## src/rtl/bk_mem_arbiter.sv

```systemverilog
// bk_mem_arbiter: fixed-priority SDRAM port arbiter (video > DMA > CPU) with a CPU anti-starvation override
module bk_mem_arbiter #(
  parameter int AW = 25,
  parameter int DW = 16,
  parameter int CPU_MAX_WAIT = 8
) (
  input  logic          clk,
  input  logic          reset,
  input  logic          vid_req,
  input  logic [AW-1:0] vid_addr,
  output logic          vid_ack,
  input  logic          dma_req,
  input  logic [AW-1:0] dma_addr,
  input  logic          dma_we,
  input  logic [DW-1:0] dma_wdata,
  output logic          dma_ack,
  input  logic          cpu_req,
  input  logic [AW-1:0] cpu_addr,
  input  logic          cpu_we,
  input  logic [1:0]    cpu_be,
  input  logic [DW-1:0] cpu_wdata,
  output logic          cpu_ack,
  output logic [DW-1:0] rdata,
  output logic [1:0]    grant,
  output logic          mem_req,
  output logic [AW-1:0] mem_addr,
  output logic          mem_we,
  output logic [1:0]    mem_be,
  output logic [DW-1:0] mem_wdata,
  input  logic [DW-1:0] mem_rdata,
  input  logic          mem_ready
);
  localparam int CW = $clog2(CPU_MAX_WAIT + 1);
  typedef enum logic [1:0] {IDLE, BUSY, DONE} state_t;
  state_t state, state_nx;
  logic [CW-1:0] starve;
  logic [1:0] win;
  logic take, finish;
  always_comb begin
    win = (cpu_req && starve == CW'(CPU_MAX_WAIT)) ? 2'd3 : vid_req ? 2'd1 : dma_req ? 2'd2 : cpu_req ? 2'd3 : 2'd0;
    take = state == IDLE && win != 2'd0;
    finish = state == BUSY && mem_ready;
    state_nx = take ? BUSY : finish ? DONE : state == DONE ? IDLE : state;
  end
  always_ff @(posedge clk) state <= reset ? IDLE : state_nx;
  always_ff @(posedge clk) begin
    if (reset) begin
      grant <= 2'd0;
      mem_req <= 1'b0;
      mem_addr <= '0;
      mem_we <= 1'b0;
      mem_be <= 2'd0;
      mem_wdata <= '0;
      rdata <= '0;
      vid_ack <= 1'b0;
      dma_ack <= 1'b0;
      cpu_ack <= 1'b0;
      starve <= '0;
    end else begin
      vid_ack <= finish && grant == 2'd1;
      dma_ack <= finish && grant == 2'd2;
      cpu_ack <= finish && grant == 2'd3;
      // counts cycles the CPU waits while someone else owns (or nobody yet owns) the port
      starve <= (!cpu_req || (take && win == 2'd3)) ? '0 :
                (grant != 2'd3 && starve != CW'(CPU_MAX_WAIT)) ? starve + 1'b1 : starve;
      if (take) begin
        grant <= win;
        mem_req <= 1'b1;
        mem_addr <= win == 2'd1 ? vid_addr : win == 2'd2 ? dma_addr : cpu_addr;
        mem_we <= win == 2'd2 ? dma_we : (win == 2'd3 && cpu_we);
        mem_be <= win == 2'd3 ? cpu_be : 2'b11;
        mem_wdata <= win == 2'd2 ? dma_wdata : win == 2'd3 ? cpu_wdata : '0;
      end
      if (finish) begin
        mem_req <= 1'b0;
        rdata <= mem_rdata;
      end
      if (state == DONE) grant <= 2'd0;
    end
  end
endmodule

```

## config.mk

```make
export PLATFORM = sky130hd
export DESIGN_NAME = bk_mem_arbiter
export DESIGN_NICKNAME = d
export VERILOG_FILES = /design/src/rtl/bk_mem_arbiter.sv
export SDC_FILE = /design/constraint.sdc
export NUM_CORES = 1
export LEC_CHECK = 0
export ABC_AREA = 1
export BUFFER_PORTS_ARGS = -buffer_cell sky130_fd_sc_hd__buf_2
export CORE_MARGIN = 2
export CORE_UTILIZATION = 46
export CTS_CLUSTER_DIAMETER = 120
export DETAILED_ROUTE_END_ITERATION = 12
export GPL_TIMING_DRIVEN = 0
export PLACE_DENSITY = 0.9
export SYNTH_ARGS = -nofsm -noshare
export SYNTH_HDL_FRONTEND = slang
export SYNTH_SLANG_ARGS = --single-unit
```

## constraint.sdc

```tcl
create_clock -name clk -period 2.05 [get_ports clk]
set_input_delay 0 -clock clk [delete_from_list [all_inputs] [get_ports clk]]
set_output_delay 0 -clock clk [all_outputs]
set_load 0.01 [all_outputs]
```

-- Word level (Yosys, flattened, before mapping)
Index checks and enable logic that the tools add are counted.
- muxes and demuxes: 13
- reductions and logical operators: 19
- add/sub/neg operators: 1
- equality and inequality tests: 11
- operator list (cell ; number):
    two-way mux 25 bit ; 2
    two-way mux 16 bit ; 2
    two-way mux 2 bit ; 7
    equality test 2 bit, second input constant ; 5
    logical AND 1 bit ; 9
    OR reduction 2 bit ; 4
    equality test 2 x 1 -> 1 bit, second input constant ; 3
    adder 4 x 1 -> 4 bit, second input constant ; 1
    equality test 4 bit, second input constant ; 1
    != test 4 bit, second input constant ; 1
    nonzero test 2 bit ; 2
    nonzero test 3 bit ; 1
    logical NOT 2 bit ; 1
    two-way mux 1 bit ; 2
    != test 2 bit, second input constant ; 1
    logical NOT 1 bit ; 1
    logical OR 1 bit ; 1
- register bits after elaboration: 72
- word-level logic and storage cells: 57
- input bits: 133

-- Depth between registers and ports, before layout
- depth after elaboration: 9
- mapped depth: 10

-- Worst setup path after synthesis
OpenSTA, ideal clock, no wires.
- kind: register to register
- start point: register starve[0]
- end point: register mem_wdata[1]
- data arrival time: 1.369 ns
- stages on the path, launching flop included: 10
- setup time: 0.070 ns
- data required time: 1.980 ns
- setup slack: 0.610 ns
- path buffers: 2
- path through: dfxtp_1 inv_1 ha_1 nand4_4 buf_4 buf_2 nand3_1 nand2_1 nand2_1 a21oi_1
- longest elaborated chain between the ends: 6
- elaborated cells between the ends (all ways): 9
- RTL lines (element ; line ; RTL):
    from (decl) ; 36 ; logic [CW-1:0] starve;
    from (signal assigned) ; 64 ; starve <= (!cpu_req || (take && win == 2'd3)) ? '0 :
    equality test 4 bit * ; 40 ; win = (cpu_req && starve == CW'(CPU_MAX_WAIT)) ? 2'd3 : vid_req ? 2'd1 : dma_req ? 2'd2 : cpu_req ? 2'd3 : 2'd ...
    logical AND 1 bit * ; 40 ;
    two-way mux 2 bit * ; 40 ;
    equality test 2 bit ; 72 ; mem_wdata <= win == 2'd2 ? dma_wdata : win == 2'd3 ? cpu_wdata : '0;
    two-way mux 16 bit (2 in series) ; 72 ;
    to (signal assigned) ; 72 ;
    to (decl) ; 29 ; output logic [DW-1:0] mem_wdata,
Every way passes the cells marked *; elsewhere a longest branch is shown, timed or not.
A chain may end at the register's enable or synchronous reset.

-- Worst setup path in the final report
- start point: register starve[0]
- end point: register mem_addr[10]
- longest elaborated chain between the ends: 6
- elaborated cells between the ends (all ways): 9
- RTL lines (element ; line ; RTL):
    equality test 4 bit * ; 40 ;
    logical AND 1 bit * ; 40 ;
    two-way mux 2 bit * ; 40 ;
    equality test 2 bit ; 69 ; mem_addr <= win == 2'd1 ? vid_addr : win == 2'd2 ? dma_addr : cpu_addr;
    two-way mux 25 bit (2 in series) ; 69 ;
    to (signal assigned) ; 69 ;
    to (decl) ; 26 ; output logic [AW-1:0] mem_addr,
Marks and branches as above.

==> flow_summary_export.csv <==
group,metric,value,unit
setup_path,path_depth,8,
detailed_routing,first_pass_iters,5,
timing,hold_violations,0,
yosys,yosys-top-cells-area,"dfxtp_1 (37%), nand2_1 (15%), nand3_1 (10%)",
die,rows,33,
clocking,htreeDepth,3,
timing,worst_pin_slew,540,ps
yosys,synth.distinct_cells,27,
timing,fin_ws,252,ps
setup_path,critPathCapture,"mem_addr[10]",
setup_path,worst_r2r_startpoint,"starve[0]",
setup_path,reg2reg_depth,8,
setup_path,cp-startpoint,"starve[0]",
setup_path,cp_slowest_stage_delay,450,ps
timing,relSlewSlack,0.640,
final_layout,antenna_cells,0,
setup_path,crit_path_cell_trace,"inv_1 -> ha_1 -> nand4_4 -> buf_1 -> nand3_1 -> nand2_1 -> inv_1 -> a21boi_1",
global_routing,overflow,0,
global_routing,grt_max_degree,14,
setup_path,setup.worst_path.class,"reg -> reg",
setup_path,path_max_fanout,10,
die,die-area,0.00923,mm^2
global_routing,grt_use_total,0.308,
timing,skew,14.8,ps
setup_path,rrSetupSlack,250,ps
setup_path,cp_common_cell,"inv_1",
detailed_routing,drt-vias-per-instance,5.14,
timing,final.setup.tns,0,ps
final_layout,multi_input_area,0.00195,mm^2
setup_path,cp_top_family,"buffers and inverters",
setup_path,path_buf_inv,3,
timing,rsz0062_at_grt,"no",
global_routing,grt_pass1_wl,22000,um
pwr,power_density,751,mW/mm^2
yosys,synth_top_area_share,0.369,
yosys,avgSynthCellArea,6.55,um^2
yosys,syn_nets,731,
placement,dp_hpwl,9420,um
timing,setup_violations,0,
status,status,"finished clean",
detailed_routing,wl_per_cell,14.8,um
timing,period_share,0.877,
yosys,syn-cell-area,0.00390,mm^2
clocking,cts_num_sinks,72,
final_layout,fillCellCount,642,
final_layout,seqCellArea,0.00144,mm^2
die,core,0.00822,mm^2
run,maxCapViolCount,0,
global_routing,first_global_vias,4856,
yosys,synth_top_area_cell,"dfxtp_1",
die,ioPinCount,199,
hold_path,hp-class,"in -> reg",
timing,layout_min_cycle_time,1800,ps
clocking,path_clk_slew,90,ps
die,start_util,0.475,
pwr,vdd_drop_max,427,uV
detailed_routing,vias,5058,
setup_path,end_kind,"flip-flop",
setup_path,crit_required,2330,ps
setup_path,cp_slowest_cell,"buf_1",
detailed_routing,wirelength,14600,um
pwr,leakagePower,0.00325,uW
clocking,clk_latency,350,ps
die,dieWidth,96.1,um
detailed_routing,ant_nets,0,
placement,io_buffers,198,
final_layout,syn2layout_area_growth,51.7,%
final_layout,nNetsFinal,1010,
clocking,clockRootBuffer,"clkbuf_8",
setup_path,start_kind,"flip-flop",
yosys,seq_area_frac_synth,0.369,
detailed_routing,drtIter0Drc,257,
yosys,synthCells,596,
timing,drv_slew,0,
die,die_h,96.1,um
setup_path,rr_endpoint,"mem_addr[10]",
final_layout,final_area,0.00592,mm^2
hold_path,whs_path_depth,5,
timing,fmaxAchievable,556,MHz
setup_path,worst_ep_arrival_time,2080,ps
yosys,ys_seq_elements,72,
yosys,yosys_warnings,0,
clocking,cts_tree,"built",
clocking,cts.path.max_buffers,2,
placement,pre_cts_ws,366,ps
placement,placed_area,0.00502,mm^2
placement,place_congestion,0.871,
clocking,cts_buffers,9,
global_routing,antenna_found_initial,0,
final_layout,final_util,0.720,
final_layout,drive_gt1_frac,0.277,
detailed_routing,drc,0,
==> how the worst min path moves through the flow <==
stage,start,slack [ps],end
after floorplan,reset,80,state[1]
after global placement,cpu_be[0],210,mem_be[0]
after detailed placement,cpu_be[0],220,mem_be[0]
after CTS,cpu_addr[6],0.04,mem_addr[6]
after global routing,dma_wdata[6],30,mem_wdata[6]
final,cpu_addr[18],10,mem_addr[18]
==> cell type report <==
class / instances / area share
Multi-Input combinational cell: 401 / 0.330
Timing Repair Buffer: 268 / 0.286
Sequential cell: 72 / 0.244
Inverter: 84 / 0.0533
Buffer: 39 / 0.0323
Tap cell: 105 / 0.0222
Clock buffer: 9 / 0.0209
Clock inverter: 7 / 0.0118
==> cells by family after synthesis <==
logic type | count (synthesis) | share of synthesized area
XOR/XNOR | 1 | 0.00225
flip-flops | 72 | 0.369
buffers and inverters | 123 | 0.130
AO/OA/AOI/OAI | 77 | 0.117
AND/OR/NAND/NOR | 321 | 0.375
adder cells (fa/ha/maj) | 2 | 0.00641
==> repair_timing <==
item                                    CTS  global route
resized for setup                         0             0
endpoints found under the setup margin    0             0
hold buffers                             70             0
hold endpoints to repair                 55             0
setup buffers                             0             0
==> registers in the layout, summed over array words and instances (netlist names), 2 cells and up <==
name	count
mem_addr	25
mem_wdata	16
rdata	16
starve	4
grant	2
mem_be	2
state	2
==> Yosys cell counts <==
cell / count
nand2_1: 151
inv_1: 82
nand3_1: 81
dfxtp_1: 72
nor2_1: 46
o21ai_0: 30
nand3b_1: 25
a21oi_1: 21
a21boi_1: 19
buf_2: 18
clkbuf_1: 12
nand4_1: 10
a21boi_0: 5
buf_1: 4
buf_4: 4
nand2_2: 3
ha_1: 2
nor3_1: 2
a21oi_4: 1
buf_6: 1
clkinv_1: 1
inv_2: 1
nand4_4: 1
nor2_4: 1
nor4_1: 1
o21ai_1: 1
xor2_1: 1
==> per-stage QoR <==
| stage | hold WS, ps | power (uW) | std cells |
|---|---|---|---|
| global route | 25.1 | 4720 | 985 |
| finish | 11.7 | 4440 | 985 |
| floorplan | 76.8 | 2640 | 596 |
| CTS | 0.0409 | 4420 | 985 |
| global placement | 211 | 3160 | 899 |
| detailed placement | 218 | 3200 | 899 |
==> cell usage in the layout, fill, tap and decap left out, types with 2 or more instances in the layout <==
cell             n
nand4_1         10
dfxtp_1         72
buf_2          216
buf_4            4
nor3_1           2
a21boi_1        19
inv_1           82
ha_1             2
o21ai_0         30
clkbuf_8         9
nand3_1         81
a21oi_1         21
clkbuf_1        12
nand2_1        151
clkinv_2         3
nand2_2          3
nor2_1          46
a21boi_0         5
dlygate4sd3_1   70
nand3b_1        25
buf_1            4
==> metal layers <==
| metal | routed length, um | GRT usage | share of wire | up-vias |
|---|---|---|---|---|
| li1 | - | - | - | 2445 |
| met1 | 5440 | 0.325 | 0.37 | 2238 |
| met2 | 7240 | 0.572 | 0.50 | 306 |
| met3 | 1240 | 0.0666 | 0.085 | 69 |
| met4 | 637 | 0.152 | 0.044 | 0 |
| met5 | 0 | 0 | 0 | - |
==> report_power, final <==
group / internal [uW] / switching, uW
clock network: 562 / 560
registers: 1640 / 126
logic: 686 / 871
==> worst reg2reg max path: cells and delay by family, from the launching register on <==
kind | cells | cell delay [ps]
AND/OR/NAND/NOR | 3 | 440
buffers and inverters | 3 | 570
flip-flops | 1 | 370
AO/OA/AOI/OAI | 1 | 120
adder cells (fa/ha/maj) | 1 | 240
Note: power is estimated with default switching activity, not from simulation.
